--- src/rtl/cpu_decode_buf.sv ---
// mox125 decode stage: decodes fetched instructions, flags illegal opcodes and
// hazards, and queues the results in a DEPTH-entry valid/ready buffer.
module cpu_decode_buf #(
  parameter int PCB_W      = 6,
  parameter int DEPTH      = 2,
  parameter int FWD_STAGES = 2
) (
  input  logic                    clk_i,
  input  logic                    rst_i,
  input  logic                    flush_i,
  input  logic                    in_valid_i,
  output logic                    in_ready_o,
  input  logic [15:0]             opcode_i,
  input  logic [31:0]             operand_i,
  input  logic [31:0]             PC_i,
  output logic                    out_valid_o,
  input  logic                    out_ready_i,
  output logic [PCB_W-1:0]        pcb_o,
  output logic [15:0]             opcode_o,
  output logic [3:0]              riA_o,
  output logic [3:0]              riB_o,
  output logic [31:0]             operand_o,
  output logic [31:0]             pcrel_target_o,
  output logic [31:0]             PC_o,
  output logic                    bad_o,
  output logic [2*FWD_STAGES-1:0] fwd_a_o,
  output logic [2*FWD_STAGES-1:0] fwd_b_o
);

  localparam int AW = $clog2(DEPTH);
  localparam int CW = $clog2(DEPTH + 1);

  // Pipeline control bit positions: register A write, register B write, ALU, load, store.
  localparam int PCB_WA  = 5;
  localparam int PCB_WB  = 4;
  localparam int PCB_ALU = 3;
  localparam int PCB_LD  = 2;
  localparam int PCB_ST  = 1;

  typedef struct packed {
    logic [PCB_W-1:0]        pcb;
    logic [15:0]             opcode;
    logic [3:0]              ria;
    logic [3:0]              rib;
    logic [31:0]             operand;
    logic [31:0]             target;
    logic [31:0]             pc;
    logic                    bad;
    logic [2*FWD_STAGES-1:0] fwd_a;
    logic [2*FWD_STAGES-1:0] fwd_b;
  } entry_t;

  typedef struct packed {
    logic       valid;
    logic       wa;
    logic       wb;
    logic [3:0] ria;
    logic [3:0] rib;
  } hist_t;

  entry_t          slots [DEPTH];
  hist_t           hist  [FWD_STAGES];
  logic [AW-1:0]   wr_ptr, rd_ptr;
  logic [CW-1:0]   count, count_next;
  logic            rdy_q;
  logic            accept, consume;
  entry_t          dec;
  entry_t          head;

  function automatic logic [PCB_W-1:0] microcode(input logic [7:0] op);
    logic [PCB_W-1:0] p;
    p = '0;
    case (op) inside
      8'h01, 8'h02:                           p[PCB_WA] = 1'b1;
      8'h05, 8'h0E, [8'h26:8'h2F], [8'h31:8'h36]: begin
        p[PCB_WA]  = 1'b1;
        p[PCB_ALU] = 1'b1;
      end
      8'h0A, 8'h0C: begin
        p[PCB_WA] = 1'b1;
        p[PCB_LD] = 1'b1;
      end
      8'h0B, 8'h0D:                           p[PCB_ST] = 1'b1;
      8'h06: begin
        p[PCB_WA] = 1'b1;
        p[PCB_ST] = 1'b1;
      end
      8'h07: begin
        p[PCB_WA] = 1'b1;
        p[PCB_WB] = 1'b1;
        p[PCB_LD] = 1'b1;
      end
      default:                                p = '0;
    endcase
    return p;
  endfunction

  assign in_ready_o  = rdy_q;
  assign out_valid_o = (count != '0);
  assign accept      = in_valid_i & rdy_q;
  assign consume     = out_valid_o & out_ready_i;

  always_comb begin
    // NOTE: every field gets a default first so no path through this block infers a latch.
    dec        = '0;
    dec.opcode = opcode_i;
    dec.pc     = PC_i;
    dec.bad    = (opcode_i[15:8] == 8'h00) ||
                 (opcode_i[15:8] inside {[8'h14:8'h18], [8'h3A:8'h3F]}) ||
                 (opcode_i[15:12] == 4'hE && opcode_i[11]) ||
                 (opcode_i[15:12] == 4'hF);
    if (!opcode_i[15]) begin
      dec.ria     = opcode_i[7:4];
      dec.rib     = opcode_i[3:0];
      dec.pcb     = microcode(opcode_i[15:8]);
      dec.operand = operand_i;
    end else if (!opcode_i[14]) begin
      dec.ria     = opcode_i[11:8];
      dec.rib     = opcode_i[3:0];
      dec.operand = {24'h0, opcode_i[7:0]};
      if (!opcode_i[13]) begin
        dec.pcb[PCB_WA]  = 1'b1;
        dec.pcb[PCB_ALU] = 1'b1;
      end
    end else begin
      dec.ria = opcode_i[11:8];
      dec.rib = opcode_i[3:0];
      // Every legal form-3 opcode is a conditional branch.
      if (!dec.bad)
        dec.target = PC_i + 32'd2 + {{21{opcode_i[9]}}, opcode_i[9:0], 1'b0};
    end
    if (dec.bad)
      dec.pcb = '0;
    for (int k = 0; k < FWD_STAGES; k++) begin
      dec.fwd_a[2*k]   = hist[k].valid & hist[k].wa & (hist[k].ria == dec.ria);
      dec.fwd_a[2*k+1] = hist[k].valid & hist[k].wb & (hist[k].rib == dec.ria);
      dec.fwd_b[2*k]   = hist[k].valid & hist[k].wa & (hist[k].ria == dec.rib);
      dec.fwd_b[2*k+1] = hist[k].valid & hist[k].wb & (hist[k].rib == dec.rib);
    end
  end

  always_comb begin
    count_next = count;
    if (accept && !consume)
      count_next = count + CW'(1);
    else if (!accept && consume)
      count_next = count - CW'(1);
  end

  always_ff @(posedge clk_i) begin
    if (!rst_i) begin
      count  <= '0;
      wr_ptr <= '0;
      rd_ptr <= '0;
      rdy_q  <= 1'b0;
      for (int k = 0; k < FWD_STAGES; k++)
        hist[k] <= '0;
      // NOTE: the queue slots are reset too, because the head fields are visible while empty.
      for (int i = 0; i < DEPTH; i++)
        slots[i] <= '0;
    end else if (flush_i) begin
      count  <= '0;
      wr_ptr <= '0;
      rd_ptr <= '0;
      rdy_q  <= 1'b1;
      for (int k = 0; k < FWD_STAGES; k++)
        hist[k] <= '0;
    end else begin
      if (accept) begin
        slots[wr_ptr] <= dec;
        wr_ptr        <= wr_ptr + AW'(1);
        for (int k = FWD_STAGES - 1; k > 0; k--)
          hist[k] <= hist[k-1];
        hist[0] <= '{valid: 1'b1, wa: dec.pcb[PCB_WA], wb: dec.pcb[PCB_WB],
                     ria: dec.ria, rib: dec.rib};
      end
      if (consume)
        rd_ptr <= rd_ptr + AW'(1);
      count <= count_next;
      rdy_q <= (count_next != CW'(DEPTH));
    end
  end

  assign head           = slots[rd_ptr];
  assign pcb_o          = head.pcb;
  assign opcode_o       = head.opcode;
  assign riA_o          = head.ria;
  assign riB_o          = head.rib;
  assign operand_o      = head.operand;
  assign pcrel_target_o = head.target;
  assign PC_o           = head.pc;
  assign bad_o          = head.bad;
  assign fwd_a_o        = head.fwd_a;
  assign fwd_b_o        = head.fwd_b;

endmodule

--- config.mk ---
export PLATFORM = sky130hd
export DESIGN_NAME = cpu_decode_buf
export DESIGN_NICKNAME = d
export VERILOG_FILES = /design/src/rtl/cpu_decode_buf.sv
export SDC_FILE = /design/constraint.sdc
export NUM_CORES = 1
export LEC_CHECK = 0
export BUFFER_PORTS_ARGS = -buffer_cell sky130_fd_sc_hd__buf_4
export CORE_MARGIN = 2
export CORE_UTILIZATION = 40
export DETAILED_ROUTE_END_ITERATION = 7
export GPL_ROUTABILITY_DRIVEN = 0
export HOLD_SLACK_MARGIN = 0.12
export PLACE_DENSITY = 0.69
export SYNTH_ARGS = -nofsm -noshare
export SYNTH_HDL_FRONTEND = slang
export SYNTH_SLANG_ARGS = --single-unit
--- constraint.sdc ---
create_clock -name clk_i -period 7.6 [get_ports clk_i]
set_input_delay 1.52 -clock clk_i [delete_from_list [all_inputs] [get_ports clk_i]]
set_output_delay 1.52 -clock clk_i [all_outputs]
set_load 0.01 [all_outputs]
==> flow_summary_export.csv, run 1 <==
group,metric,value,unit
status,status,"complete, no violations",
detailed_routing,avgRoutedWirePerCell,19.6,µm
clock_network,cts_tree,"built",
timing,fin_skew,10.7,ps
logic_synthesis,synth_cell_types,69,
clock_network,clk_latency,500,ps
detailed_routing,final_antenna_net_count,0,
clock_network,postCtsSetupRepairBufs,0,
cells_and_area,finish.utilization,49.1,%
logic_synthesis,ys.flop_type,"edfxtp_1",
logic_synthesis,yosysTopAreaCell,"edfxtp_1",
logic_synthesis,yosysMostFrequentCell,"edfxtp_1",
logic_synthesis,synth_warnings,0,
power,finalPower,4.01,mW
grt,grt_pass1_wl,55600,µm
setup_path,arrival,3040,ps
logic_synthesis,synthCells,1210,
setup_path,cp-end-kind,"output pin",
power,ir_drop,0.133,mV
detailed_routing,vias,9993,
timing,maxSlewHeadroom,27.4,%
timing,rsz0062_at_grt,"no",
cells_and_area,stdcell_count,1887,
power,p_leak,7.34,nW
clock_network,clk_pin_slew,60,ps
setup_path,critPathMaxFanout,66,
floorplan,die_h,197,µm
clock_network,ctsHoldBuffers,0,
timing,finalHoldViolCount,0,
timing,finalSetupViolCount,0,
timing,fin_ws,3040,ps
timing,fin_setup_tns,0,ps
logic_synthesis,synthTopCellsByArea,"edfxtp_1 57%, mux2_2 9.9%, ha_1 5.0%",
cells_and_area,area_growth,20.5,%
grt,grt_max_degree,67,
floorplan,die_w,197,µm
clock_network,cts.sinks,288,
grt,overflow,0,
min_path,hold_path.class,"flop to flop",
logic_synthesis,ys_ff_latch,288,
floorplan,start_util,40.8,%
detailed_routing,first_pass_iters,7,
setup_path,startpoint_type,"flop",
clock_network,clockBufferDepth,3,
grt,antenna_found_initial,1,
cells_and_area,nets,1541,
cells_and_area,n_fill_cell,3247,
logic_synthesis,ys_seq_area_share,57.4,%
timing,finalCriticalPeriod,4560,ps
setup_path,cp.required,6080,ps
placed_design,hpwlAfterDp,24100,µm
clock_network,h-tree-depth,2,
logic_synthesis,ys_async_sr_fraction,0,%
logic_synthesis,syn_nets,1356,
power,pwr_density_cell,222,nW/µm²
logic_synthesis,syn_avg_cell_area,12.4,µm²
logic_synthesis,synthesis.area,15000,µm²
timing,drv_slew,0,
detailed_routing,routed_wl,36900,µm
detailed_routing,viasPerCell,5.30,
floorplan,core_area,36700,µm²
cells_and_area,n_antenna_cell,0,
placed_design,portBuffers,220,
grt,track_usage,18.5,%
logic_synthesis,synth_common_cells,"282 x edfxtp_1, 182 x nor2_1, 131 x mux2_2",
placed_design,dpl_worst_slack,2760,ps
setup_path,criticalPathCategory,"flop to output pin",
grt,grt_pass1_vias,10000,
clock_network,cts_root_buf,"clkbuf_16",
job,cap_violations,0,
timing,tightest_slew,1090,ps
clock_network,cts_resized,0,
detailed_routing,drc_errors,0,
placed_design,place_inst,1827,
timing,post-route-period-util,60.0,%
clock_network,cts-buffers-inserted,34,
floorplan,die_area,39000,µm²
floorplan,io_pins,222,
logic_synthesis,synth_top_area_share,56.6,%
floorplan,rows,70,
cells_and_area,drive_gt1_share,30.9,%
timing,fmax,219,MHz
logic_synthesis,synth_edf_count,282,
detailed_routing,drtIter0Drc,753,
registers in the layout, indices dropped and copies added, names as in the netlist, named ones only:
name,count
wr_ptr,1
slots,260
count,2
in_ready_o,1
hist,22
rd_ptr,1
placed cells by master, fill, tap and decap left out, types with 4 or more instances in the layout:
| cell | n |
|---|---|
| edfxtp_1 | 282 |
| nand4_1 | 14 |
| nor2b_1 | 18 |
| inv_1 | 15 |
| buf_4 | 231 |
| a21o_1 | 11 |
| nand2b_1 | 28 |
| and3_1 | 55 |
| clkbuf_1 | 5 |
| nor3_1 | 18 |
| ha_1 | 60 |
| clkbuf_16 | 35 |
| xnor2_1 | 31 |
| nor2_1 | 182 |
| xor2_1 | 32 |
| bufinv_16 | 5 |
| a211oi_1 | 4 |
| nand3_1 | 5 |
| o21a_1 | 6 |
| mux2i_1 | 5 |
| clkinv_1 | 9 |
| mux2_2 | 131 |
| dfxtp_1 | 4 |
| nand2_1 | 31 |
| o21ai_2 | 5 |
| a21oi_1 | 42 |
| o21ai_1 | 6 |
| nor4_1 | 7 |
| o21bai_1 | 4 |
| o21ai_0 | 15 |
| and2_1 | 63 |
| a31oi_1 | 4 |
metal layers:
layer / routed length (µm) / GRT usage [%]
met5: 9 / 0
met4: 826 / 4.96
met3: 2820 / 3.79
met2: 17500 / 31.1
met1: 15800 / 24.5
where the power goes:
| group | switching [mW] | internal [mW] |
|---|---|---|
| registers | 0.0225 | 1.81 |
| clock network | 0.634 | 1.01 |
| logic | 0.309 | 0.223 |
final cells by class:
type	count	area [µm²]	area share [%]
well taps	468	586	3.25
clock inverters	20	228	1.26
clock buffers	40	895	4.96
repair buffers	231	1730	9.61
multi-input cells	824	5940	32.9
inverters	16	60.1	0.333
flip-flops and latches	288	8590	47.6
critical path, cell delays in order, from the launching register on:
cell	delay, ps
dfxtp_4	950
buf_4	870
mux2_2	460
buf_4	160
stage by stage:
stage          hold slack (ps)  cell area, µm²
6_report                   541           18000
5_1_grt                    576           18000
4_1_cts                    540           18000
3_5_place_dp               526           16900
3_3_place_gp               510           16900
2_1_floorplan              481           15000
logic make-up after synthesis:
kind of cell             after synthesis  share of synthesized area [%]
AO/OA/AOI/OAI                        127                           5.89
XOR/XNOR                              63                           3.69
adder cells (fa/ha/maj)               61                           5.15
buffers and inverters                 98                           3.04
flip-flops                           288                           57.4
multiplexers                         136                           10.2
other                                  1                         0.0251
AND/OR/NAND/NOR                      436                           14.6
final timing paths:
kind / start / to / slack, ps / cells past startpoint
worst max-delay path: flop / opcode_o[7] / 3040 / 3
worst min-delay path: rd_ptr / flop / 540 / 2
worst max register to register: in_ready_o / slots[0][55] / 4160 / 5
worst min register to register: rd_ptr / flop / 540 / 2
(Power assumes the default switching activity.)
==> inputs of run 2 (changes only) <==
==> constraint.sdc (replaced) <==
create_clock -name clk_i -period 4.32 [get_ports clk_i]
set_input_delay 0.864 -clock clk_i [delete_from_list [all_inputs] [get_ports clk_i]]
set_output_delay 0.864 -clock clk_i [all_outputs]
set_load 0.01 [all_outputs]
==> run 2 against run 1 <==
Sequential power rose by 76%. Design area fell by 0.36%. Routed wire length fell by 1.1%. Core utilization decreased by 0.18 points. Die area is the same. Sequential cell count did not move. Sequential share of layout area is 0.17 points higher. Global-route usage fell by 0.23 points. Register-to-register slack got worse by 2400 ps. Cell count up 0.11%. Critical path depth unchanged.
==> flow_summary_export.csv, run 2 (synthesis gave the netlist of run 1 again) <==
group,metric,value,unit
cells_and_area,max_flop_register,"slots",
timing,drv_slew,0,
setup_path,r2r_start,"in_ready_o",
cells_and_area,multiInputGateArea,5960,µm²
cells_and_area,nets,1543,
job,cap_violations,0,
min_path,hold_path.class,"flop to flop",
cells_and_area,final_common_cell,"edfxtp_1",
detailed_routing,viasPerCell,5.27,
clock_network,cts_tree,"built",
power,pwr_density_cell,370,nW/µm²
setup_path,slowest_delay,900,ps
placed_design,hpwlAfterDp,24500,µm
clock_network,clk_pin_slew,50,ps
cells_and_area,n_fill_cell,3253,
timing,finalSetupViolCount,0,
timing,maxSlewHeadroom,24.4,%
setup_path,cp-end-kind,"output pin",
floorplan,die_area,39000,µm²
timing,rsz0062_at_grt,"no",
timing,fmax,295,MHz
power,ir_drop,0.301,mV
cells_and_area,stdcell_count,1889,
setup_path,arrival,2520,ps
floorplan,io_pins,222,
floorplan,rows,70,
grt,grt_pass1_wl,54900,µm
setup_path,r2r_cells,9,
detailed_routing,avgRoutedWirePerCell,19.3,µm
timing,finalHoldViolCount,0,
cells_and_area,drive_gt1_share,30.8,%
setup_path,slowest_stage,"dfxtp_4",
power,p_leak,7.28,nW
detailed_routing,routed_wl,36500,µm
clock_network,h-tree-depth,1,
detailed_routing,vias,9952,
setup_path,criticalPathCategory,"flop to output pin",
setup_path,r2r-end,"slots[1][49]",
timing,finalCriticalPeriod,3380,ps
detailed_routing,drc_errors,0,
detailed_routing,highest_layer,"met4",
cells_and_area,area_growth,20.1,%
placed_design,place_inst,1832,
setup_path,cp_common_cell,"buf_4",
clock_network,cts_root_buf,"clkbuf_16",
placed_design,portBuffers,220,
cells_and_area,largest_reg_flops,260,
setup_path,ff2ff_setup_slack,1780,ps
setup_path,path_cells,"buf_4, mux2_2, buf_4",
detailed_routing,drtIter0Drc,698,
status,status,"complete, no violations",
timing,tightest_slew,1130,ps
floorplan,start_util,40.8,%
cells_and_area,final_cell_mix,"282 x edfxtp_1, 232 x buf_4, 182 x nor2_1, 131 x mux2_2, 63 x and2_1",
clock_network,ctsHoldBuffers,0,
setup_path,endpoint,"operand_o[15]",
grt,grt_max_degree,75,
setup_path,startpoint_type,"flop",
clock_network,cts-buffers-inserted,31,
floorplan,die_w,197,µm
clock_network,clockBufferDepth,3,
timing,fin_setup_tns,0,ps
grt,overflow,0,
cells_and_area,top_regs,"slots x260, hist x22, count x2",
timing,whs,513,ps
clock_network,clk_latency,570,ps
setup_path,critPathMaxFanout,55,
timing,post-route-period-util,78.4,%
cells_and_area,regArea,8590,µm²
detailed_routing,met2WireLength,17400,µm
grt,track_usage,18.3,%
clock_network,cts.sinks,288,
clock_network,cts_resized,0,
setup_path,cp.required,3460,ps
detailed_routing,met1_length,16100,µm
detailed_routing,first_pass_iters,5,
detailed_routing,final_antenna_net_count,0,
detailed_routing,dr_wl_met3,2340,µm
floorplan,core_area,36700,µm²
grt,antenna_found_initial,1,
timing,fin_skew,19.3,ps
clock_network,postCtsSetupRepairBufs,0,
grt,grt_pass1_vias,9808,
floorplan,die_h,197,µm
==> run 2: cell types whose count changed in the layout (fill, tap and decap cells not counted), sizes merged <==
cell	delta
clkinv	-3
buf	+5
clkbuf	-2
inv	-1
diode	+1
bufinv	-3
clkinvlp	+5
==> run 2: cell type report <==
type	instances	area share [%]
clock buffers	38	4.46
inverters	16	0.334
well taps	468	3.26
clock inverters	18	0.822
diodes	1	0.0139
flip-flops and latches	288	47.8
multi-input cells	824	33.2
repair buffers	236	10.1
==> run 2: worst max-delay path, delay by kind of cell, from the launching register on <==
kind	cells	cell delay, ps
buffers and inverters	2	610
DFF	1	900
muxes	1	400
==> run 2: stage by stage <==
| stage | setup WS (ps) | power (mW) | util [%] | instance area, µm² |
|---|---|---|---|---|
| final | 935 | 6.66 | 49.0 | 18000 |
| after global routing | 812 | 6.91 | 49.0 | 18000 |
| after CTS | 865 | 6.71 | 49.0 | 18000 |
| after detailed placement | 611 | 4.22 | 46.4 | 17000 |
| after global placement | 700 | 4.21 | 46.4 | 17000 |
| after floorplan | 332 | 3.88 | - | 15000 |
==> run 2: report_power, final <==
group / switching (mW) / internal, mW
combinational: 0.544 / 0.399
clock: 1.06 / 1.43
sequential: 0.0406 / 3.18
total: 1.65 / 5.01
==> run 2: routing by layer <==
layer | track usage, % | vias to the layer above
li1 | - | 4751
met1 | 24.3 | 4887
met2 | 30.8 | 270
met3 | 3.65 | 44
met4 | 4.62 | 0
met5 | 0 | -
==> run 2: worst min-delay path by stage <==
stage,cells past startpoint,from,end
floorplan,2,rd_ptr,flop
global placement,2,rd_ptr,flop
detailed placement,2,rd_ptr,rd_ptr
CTS,2,flush_i,in_ready_o
global route,2,flush_i,in_ready_o
finish,2,rd_ptr,rd_ptr
